==> config.mk <==
export PLATFORM = sky130hd
export DESIGN_NAME = if_id_queue
export DESIGN_NICKNAME = d
export VERILOG_FILES = /design/src/rtl/if_id_queue.sv
export SDC_FILE = /design/constraint.sdc
export NUM_CORES = 1
export LEC_CHECK = 0
export BUFFER_PORTS_ARGS = -buffer_cell sky130_fd_sc_hd__buf_4
export CAP_MARGIN = 20
export CORE_UTILIZATION = 55
export DETAILED_ROUTE_END_ITERATION = 8
export PLACE_DENSITY = 0.83
export SLEW_MARGIN = 20
export SYNTH_ARGS = -nofsm -noshare
export SYNTH_HDL_FRONTEND = slang
export SYNTH_SLANG_ARGS = --single-unit
==> constraint.sdc <==
create_clock -name clk -period 14.51 [get_ports clk]
set_input_delay 1.451 -clock clk [delete_from_list [all_inputs] [get_ports clk]]
set_output_delay 1.451 -clock clk [all_outputs]
set_load 0.03 [all_outputs]
==> src/rtl/if_id_queue.sv <==
// Fetch-to-decode instruction queue: a small circular FIFO of {pc, instr} pairs
// with flush support and a saturating count of flushes that discarded work.
module if_id_queue #(
  parameter int PC_W    = 64,
  parameter int INSTR_W = 32,
  parameter int DEPTH   = 2
) (
  input  logic               clk,
  input  logic               reset,
  input  logic               in_valid,
  input  logic [PC_W-1:0]    in_pc,
  input  logic [INSTR_W-1:0] in_instr,
  output logic               in_ready,
  input  logic               flush,
  output logic               out_valid,
  output logic [PC_W-1:0]    out_pc,
  output logic [INSTR_W-1:0] out_instr,
  input  logic               out_ready,
  output logic [2:0]         count,
  output logic [7:0]         flush_cnt
);

  localparam int                ENTRY_W = PC_W + INSTR_W;
  localparam int                PTR_W   = $clog2(DEPTH);
  localparam logic [PTR_W-1:0]  LAST    = PTR_W'(DEPTH - 1);
  localparam logic [2:0]        DEPTH_C = 3'(DEPTH);

  logic [ENTRY_W-1:0] mem_q [DEPTH];
  logic [ENTRY_W-1:0] mem_d [DEPTH];
  logic [PTR_W-1:0]   rd_ptr_q, rd_ptr_d;
  logic [PTR_W-1:0]   wr_ptr_q, wr_ptr_d;
  logic [2:0]         count_q, count_d;
  logic [7:0]         flush_cnt_q, flush_cnt_d;
  logic               push, pop;

  assign in_ready  = (count_q < DEPTH_C);
  assign out_valid = (count_q != 3'd0);
  assign count     = count_q;
  assign flush_cnt = flush_cnt_q;

  // Unoccupied slots hold stale data, so the head is masked when empty.
  assign out_pc    = out_valid ? mem_q[rd_ptr_q][ENTRY_W-1:INSTR_W] : '0;
  assign out_instr = out_valid ? mem_q[rd_ptr_q][INSTR_W-1:0]       : '0;

  assign push = in_valid  && in_ready  && !flush;
  assign pop  = out_valid && out_ready && !flush;

  always_comb begin
    mem_d    = mem_q;
    rd_ptr_d = rd_ptr_q;
    wr_ptr_d = wr_ptr_q;
    count_d  = count_q;
    if (flush) begin
      rd_ptr_d = '0;
      wr_ptr_d = '0;
      count_d  = 3'd0;
    end else begin
      if (push) begin
        mem_d[wr_ptr_q] = {in_pc, in_instr};
        wr_ptr_d        = (wr_ptr_q == LAST) ? '0 : wr_ptr_q + 1'b1;
      end
      if (pop) begin
        rd_ptr_d = (rd_ptr_q == LAST) ? '0 : rd_ptr_q + 1'b1;
      end
      count_d = count_q + {2'b00, push} - {2'b00, pop};
    end
  end

  // Only flushes that actually threw something away are counted.
  always_comb begin
    flush_cnt_d = flush_cnt_q;
    if (flush && (count_q != 3'd0 || in_valid) && flush_cnt_q != 8'hFF) begin
      flush_cnt_d = flush_cnt_q + 8'd1;
    end
  end

  always_ff @(posedge clk) begin
    if (!reset) begin
      rd_ptr_q    <= '0;
      wr_ptr_q    <= '0;
      count_q     <= 3'd0;
      flush_cnt_q <= 8'd0;
    end else begin
      rd_ptr_q    <= rd_ptr_d;
      wr_ptr_q    <= wr_ptr_d;
      count_q     <= count_d;
      flush_cnt_q <= flush_cnt_d;
    end
  end

  always_ff @(posedge clk) begin
    mem_q <= mem_d;
  end

endmodule
### Word-level counts from Yosys, hierarchy flattened

Cells that the tools add are included.

* register bits after elaboration: 205
* bits of input ports: 101
* logic and storage cells: 42

* add/sub/neg operators: 5
* $lt $le $gt $ge: 4
* equal/unequal tests: 1
* multiplexer cells: 10
* bitwise operators: 4
* reduce and logical (&&, ||, !) cells: 12

Operators with widths (count)
* 96-bit two-way mux: 4
* 192-bit bitwise mux: 1
* 96-bit demux with 1-bit select: 1
* 64-bit two-way mux: 1
* 32-bit two-way mux: 1
* 8-bit by 1-bit adder with 8-bit output (second input constant): 1
* 8-bit inequality test (second input constant): 1
* 1-bit logical AND: 7
* 2-bit >= comparator (second input constant): 2
* 1-bit inverter with 2-bit output: 2
* 3-bit by 1-bit adder with 3-bit output: 1
* 3-bit by 2-bit < comparator with 1-bit output (second input constant): 1
* 3-bit nonzero test: 1
* 3-bit by 1-bit subtractor with 3-bit output: 1
* 1-bit adder (second input constant): 2
* 2-bit by 1-bit < comparator with 1-bit output (second input constant): 1
* 1-bit two-way mux: 2
* 1-bit inverter: 2
* 2-bit AND reduction: 1
* 2-bit OR reduction: 1
* 1-bit logical NOT: 1
* 1-bit logical OR: 1

### Longest topological paths before layout

Gate-level depths: netlist of run 1.

* depth in word-level cells: 6
* mapped depth: 10
* depth with buffers taken out: 10

### Worst setup path after synthesis of run 1

No wires, ideal clock.

* kind: input to register
* from: input flush
* to: register mem_q[0] (netlist bit), enable pin
* library setup time: 0.552 ns
* arrival time: 5.704 ns
* data required time: 13.958 ns
* slack: 8.254 ns
* cell stages on the path: 2
* path through: nand3b_1 > nor2_1

* cells in the longest elaborated chain, start to end: 3

RTL lines
* start, declared: RTL line 14 `input logic flush,`
* 1-bit logical NOT: RTL line 45 `assign push = in_valid && in_ready && !flush;`
* 1-bit logical AND: RTL line 45
* 2-bit AND reduction (no source line) *
* end signal, assigned: RTL line 92 `mem_q <= mem_d;`
* end, declared: RTL line 28 `logic [ENTRY_W-1:0] mem_q [DEPTH];`

Mark *: on every way between the ends. The rest lies on a longest branch, timed or not.
A chain may end at the register's enable or synchronous reset.

### Worst setup path after layout of run 1

* from: register count_q[0], in the netlist count[0]
* to: output out_pc[52]

* cells in the longest elaborated chain, start to end: 2

RTL lines
* start, declared: RTL line 32 `logic [2:0] count_q, count_d;`
* start signal, assigned: RTL line 86 `count_q <= count_d;`
* 3-bit nonzero test: RTL line 37 `assign out_valid = (count_q != 3'd0);`
* 64-bit two-way mux: RTL line 42 `assign out_pc = out_valid ? mem_q[rd_ptr_q][ENTRY_W-1:INSTR_W] : '0;`
* end, declared: RTL line 16 `output logic [PC_W-1:0] out_pc,`

Every way passes these cells.

==> results of run 1 <==
==> Yosys cell counts, drive strengths merged, types with 2 or more instances <==
master / instances
inv: 8
buf: 16
and2: 3
ha: 4
nand2b: 2
o41ai: 2
a21oi: 2
nand2: 5
nor2: 106
a211oi: 2
nand3: 4
edfxtp: 192
mux2i: 98
dfxtp: 13
clkbuf: 6
xor2: 5
==> layer usage <==
layer,wire length [um],part of all wire (%),global-route usage (%)
met1,6010,38,25.7
met2,8240,52,36.1
met3,1010,6.4,4.82
met4,512,3.2,8.49
met5,0,0,0
==> power groups by stage <==
stage / combinational [uW] / clock (uW) / sequential (uW)
3_3_place_gp: 116 / 0 / 684
4_1_cts: 121 / 516 / 673
3_5_place_dp: 120 / 0 / 685
5_1_grt: 128 / 537 / 674
2_1_floorplan: 62.4 / 0 / 687
6_report: 120 / 506 / 673
==> metrics by stage <==
stage	hold slack (ns)	total power (uW)	cells
final	0.508	1300	891
after global routing	0.550	1340	891
after CTS	0.508	1310	890
after detailed placement	0.500	805	854
after global placement	0.483	800	853
after floorplan	0.521	749	482
==> sequential cells by signal, summed over array words and instances, names as in the netlist <==
signal,count
mem_q,192
rd_ptr_q,1
count,3
flush_cnt,8
wr_ptr_q,1
==> cell families after synthesis <==
| family | count (synthesis) |
|---|---|
| adders and majority gates | 5 |
| AOI/OAI and AO/OA | 9 |
| buffers and inverters | 30 |
| and+or+nand+nor | 129 |
| xor gates and xnor gates | 6 |
| DFF | 205 |
| muxes | 98 |
==> critical path, stage by stage, from the launching register on <==
cell	delay, ns
dfxtp_1	0.39
nor3_4	0.56
buf_8	0.25
buf_4	0.57
nor2_1	0.14
buf_4	0.21
==> placed cells by master, fill, tap and decap left out, types with 2 or more instances in the layout <==
cell type  Yosys  final
bufinv_16      0      2
xor2_1         5      5
dfxtp_1       13     12
nor2_4         0      2
clkinv_2       0      2
a21oi_1        2      2
nand2_1        5      5
clkbuf_1       6      6
nand3_1        4      4
nand2b_1       2      2
nor2_1       106    104
inv_1          8      8
mux2i_1       98     98
buf_4          3    213
and2_1         3      3
ha_1           4      4
edfxtp_1     192    192
clkinv_1       0      3
a211oi_1       2      2
clkbuf_16      0     21
==> cell type report <==
type,instances,share of cell area (%)
Inverter,8,0.291
Clock buffer,27,5.31
Sequential cell,205,58.4
Multi-Input combinational cell,247,17.0
Tap cell,180,2.18
Timing Repair Buffer,215,15.9
Clock inverter,9,0.945
==> path summary, 6_finish.rpt <==
| kind | end | slack [ns] | cells after the start |
|---|---|---|---|
| min reg2reg | flush_cnt[5]$_SDFFE_PN0P_ | 0.51 | 2 |
| max | out_pc[52] | 10.40 | 5 |
| min | flush_cnt[5]$_SDFFE_PN0P_ | 0.51 | 2 |
| max reg2reg | count[2]$_SDFF_PP0_ | 11.09 | 12 |
==> results by group, run 1 <==
Timing
  – Final setup viols: 0
  – Tmin final: 4.11 ns
  – Setup TNS Final: 0 ns
  – Final Max Slew Viols: 0
  – Worst Clk Skew: 0.0141 ns
  – RSZ-0062 raised after global routing: no
  – Setup WS post-layout: 10.40 ns
  – Tcrit/Tclk final: 28.3%
  – Max Freq: 243 MHz
  – Slew Limit Headroom: 35.4%
  – Actual transition at the worst max-transition pin: 0.967 ns
  – Final Hold Viols: 0

Flow run
  – Max cap viols: 0

Floorplan
  – Total core area: 13,900 um^2
  – Die ar.: 14,800 um^2
  – Die Span Y: 122 um
  – Initial core utilization: 56.7%
  – Ports: 210
  – Row count: 43
  – Die W: 122 um

Synthesis
  – Xor/xnor share of the synthesized area: 0.665%
  – Simple-gate share of the synthesized area: 6.84%
  – Syn_nets: 588
  – Synth top area cells: edfxtp_1, mux2i_1, nor2_1
  – Synth top area share: 73.0%
  – Yosys Warn Count: 0
  – Multiplexer share of the synthesized area: 12.4%
  – Synth Instances: 482
  – Synth Area per Inst: 16.4 um^2
  – Sequential element share of the synthesized area: 76.3%
  – Area leader, netlist: edfxtp_1
  – Post-synthesis register bit count: 205
  – Adder-Cell Fraction of Synth Area: 0.887%
  – Distinct cells, synth: 32
  – Synth Cell Area: 7900 um^2
  – Post-synth EDFFs: 192
  – Top_reg_cell synth: edfxtp_1
  – Post-synthesis async set-or-reset flop share: 0%
  – Compound-Gate Fraction of Synth Area: 1.11%
  – Largest family of logic cells by synthesized area: multiplexers

Placed design
  – # port buffers: 209
  – Detailed Place HPWL: 9.92 mm
  – GP Congestion: 0.771
  – DP Worst Slack: 10.48 ns
  – Post-place instance area: 9650 um^2

Drt
  – DRC: 0
  – Drt initial violations: 238
  – Vias per cell: 5.22
  – DRT antenna net count: 0
  – DRT Wirelength: 15.8 mm
  – Routed WL per cell: 17.7 um
  – DR pass1 iterations: 5
  – Vias: 4,651

Power and ir drop
  – Psw: 282 uW
  – Net Sw Frac: 21.7%
  – Peak supply drop: 0.113 mV
  – Combinational cell fraction of total power: 9.2%
  – Sequential share of power: 51.8%
  – Clock power share: 39.0%
  – Lkg Pwr: 0.00380 uW
  – Cell Pwr Density: 126 nW/um^2
  – Cell Int Power: 1020 uW

Layout
  – Ant. Diodes: 0
  – Register Area: 6030 um^2
  – Cell area after layout: 10,300 um^2
  – Area Overhead vs Synth: 30.7%
  – Final Net Count: 804
  – Multi-input gate area: 1750 um^2
  – Finished Core Util: 74.1%
  – Share of cells above drive strength 1: 35.3%
  – Fill count: 855

Worst setup path
  – Arrival @ worst endpoint: 2.66 ns
  – WP data required: 13.06 ns
  – Startpoint types: register
  – CP Launch Point: count[0]$_SDFF_PP0_
  – Setup CP Type: reg -> out
  – Reg2reg start: count[0]$_SDFF_PP0_
  – Worst Setup End Kind: output port
  – Crit path max fanout: 66

Clocking
  – Hold Buf Count CTS: 0
  – CTS clock-pin slew for the worst setup and hold paths: 0.05 ns
  – Root buffer cell: clkbuf_16
  – Clk_lat worst skew: 0.48 ns
  – CTS tree: done
  – # Post-CTS Setup Buffers: 0
  – H-tree levels: 1
  – Maximum clock path buffer count: 3
  – TritonCTS Sinks: 205
  – Cts bufs inserted: 21
  – # resized after CTS: 0

Hold path
  – Min-delay src: flush_cnt[5]$_SDFFE_PN0P_
  – Type of the tightest min-delay check: reg -> reg

Global routing
  – Initial antenna violation count: 0
  – Grt total ovfl: 0
  – Vias in the first global route: 4,719
  – GRT Overall Usage: 21.0%
  – Largest net degree at the start of global routing: 68
  – First-pass GRT wire length: 23.8 mm

Status
  – Outcome: complete, no violations
Note: power is estimated with default switching activity, not from simulation.
==> run 2, diff against run 1 <==
--- a/config.mk
+++ b/config.mk
@@ -7,9 +7,9 @@
 export LEC_CHECK = 0
 export BUFFER_PORTS_ARGS = -buffer_cell sky130_fd_sc_hd__buf_4
 export CAP_MARGIN = 20
-export CORE_UTILIZATION = 55
+export CORE_UTILIZATION = 47
 export DETAILED_ROUTE_END_ITERATION = 8
-export PLACE_DENSITY = 0.83
+export PLACE_DENSITY = 0.75
 export SLEW_MARGIN = 20
 export SYNTH_ARGS = -nofsm -noshare
 export SYNTH_HDL_FRONTEND = slang
==> constraint.sdc (replaced) <==
create_clock -name clk -period 3.5 [get_ports clk]
set_input_delay 0.35 -clock clk [delete_from_list [all_inputs] [get_ports clk]]
set_output_delay 0.35 -clock clk [all_outputs]
set_load 0.03 [all_outputs]
==> run 2 against run 1 <==
Compared with the run above:
- critical path depth shrank 1
- combinational power grew to 4.1 times the previous value
- critical endpoint is now out_instr[11]
- via count rose by 0.77%
- final cell count grew 4.8%
- clock skew shrank 0.0058 ns
- highest routed layer unchanged
- largest power group unchanged
==> results by group, run 2 (synthesized netlist as in run 1, its figures left out) <==
Status
  – Outcome: complete, no violations

Placed design
  – Detailed Place HPWL: 10.2 mm
  – Placed Cells: 896
  – # port buffers: 209
  – GP Congestion: 0.848

Timing
  – Slew Limit Headroom: 33.8%
  – Final Max Slew Viols: 0
  – RSZ-0062 raised after global routing: no
  – Final setup viols: 0
  – Max Freq: 376 MHz
  – Tmin final: 2.66 ns
  – Worst Clk Skew: 0.00827 ns
  – Tcrit/Tclk final: 75.9%
  – Actual transition at the worst max-transition pin: 0.992 ns
  – Final Hold Viols: 0

Layout
  – Max reg flops: 192
  – Fill count: 1,251
  – Final Net Count: 805
  – Finished Core Util: 62.7%
  – Post-Layout Cell Count: 934
  – Area Overhead vs Synth: 30.8%
  – Largest reg by FF count: mem_q
  – Commonest non-fill, non-tap cells in the layout: buf_4, edfxtp_1, nor2_1, mux2i_1, clkbuf_16
  – Ant. Diodes: 0
  – Most common cell after layout, fill and taps aside: buf_4
  – Share of cells above drive strength 1: 35.3%

Hold path
  – Type of the tightest min-delay check: in -> reg

Clocking
  – Clk_lat worst skew: 0.49 ns
  – H-tree levels: 1
  – Cts bufs inserted: 21
  – # resized after CTS: 0
  – Root buffer cell: clkbuf_16
  – Hold Buf Count CTS: 0
  – # Post-CTS Setup Buffers: 0
  – CTS tree: done
  – Maximum clock path buffer count: 3
  – TritonCTS Sinks: 205
  – CTS clock-pin slew for the worst setup and hold paths: 0.06 ns

Drt
  – DRC: 0
  – DR pass1 iterations: 4
  – DRT Wirelength: 15.6 mm
  – Vias: 4,687
  – Routed WL per cell: 16.7 um
  – DRT antenna net count: 0
  – Vias per cell: 5.02
  – Drt initial violations: 245

Power and ir drop
  – Lkg Pwr: 0.00378 uW
  – Peak supply drop: 0.421 mV
  – Cell Pwr Density: 509 nW/um^2

Worst setup path
  – Crit path max fanout: 96
  – Worst Setup End Kind: output port
  – WP data required: 3.15 ns
  – Startpoint types: register
  – Setup CP Type: reg -> out
  – Arrival @ worst endpoint: 2.31 ns

Global routing
  – Largest net degree at the start of global routing: 97
  – GRT Overall Usage: 17.6%
  – Initial antenna violation count: 0
  – Grt total ovfl: 0
  – Vias in the first global route: 4,842
  – First-pass GRT wire length: 24.3 mm

Floorplan
  – Initial core utilization: 48.0%
  – Die Span Y: 132 um
  – Die W: 132 um
  – Row count: 47
  – Total core area: 16,500 um^2
  – Ports: 210
  – Die ar.: 17,300 um^2

Flow run
  – Max cap viols: 0
run 2: changes by cell type in the layout (fill, tap and decap cells not counted), sizes merged:
cell / delta
bufinv: -2
clkinv: +2
clkinvlp: +2
buf: +1
run 2: cell type report:
class / count / area [um^2] / share of cell area, %
sequential: 205 / 6030 / 58.4
multi-input combinational: 247 / 1750 / 17.0
timing repair buffer: 216 / 1630 / 15.8
clock buffer: 27 / 548 / 5.31
tap: 220 / 275 / 2.66
clock inverter: 11 / 60.1 / 0.581
inverter: 8 / 30.0 / 0.291
run 2: through the flow:
stage | area [um^2] | TNS (ns) | setup WS, ns | power, uW | hold WS, ns
floorplan | 7900 | -123.70 | -0.644 | 3100 | 0.449
global placement | 9720 | 0 | 1.36 | 3320 | 0.490
detailed placement | 9720 | 0 | 1.18 | 3340 | 0.517
CTS | 10300 | 0 | 0.812 | 5310 | 0.0278
global route | 10300 | 0 | 0.708 | 5430 | 0.0274
finish | 10300 | 0 | 0.842 | 5260 | 0.0432
run 2: power breakdown:
| group | leakage [uW] | internal [uW] | switching, uW |
|---|---|---|---|
| clock network | 0.000287 | 1110 | 865 |
| registers | 0.00187 | 2760 | 22.8 |
| logic | 0.00162 | 199 | 296 |
run 2: worst max-delay path, cell delays in order (launching register included):
cell	delay, ns
dfxtp_1	0.39
nor3_4	0.22
buf_4	0.78
nor2_1	0.17
buf_4	0.22
run 2: worst paths after layout:
check | slack, ns | cells after the start | from | to
min reg2reg | 0.53 | 2 | flush_cnt[5]$_SDFFE_PN0P_ | flush_cnt[5]$_SDFFE_PN0P_
min | 0.04 | 1 | in_pc[30] | mem_q[62]$_DFFE_PP_
max | 0.84 | 4 | count[0]$_SDFF_PP0_ | out_instr[11]
max reg2reg | 1.18 | 9 | count[1]$_SDFF_PP0_ | count[2]$_SDFF_PP0_
run 2: metal layers:
layer,GRT usage [%],share of wire (%)
met5,0,0
met4,7.11,3.1
met3,3.90,5.7
met2,31.9,52
met1,20.0,39
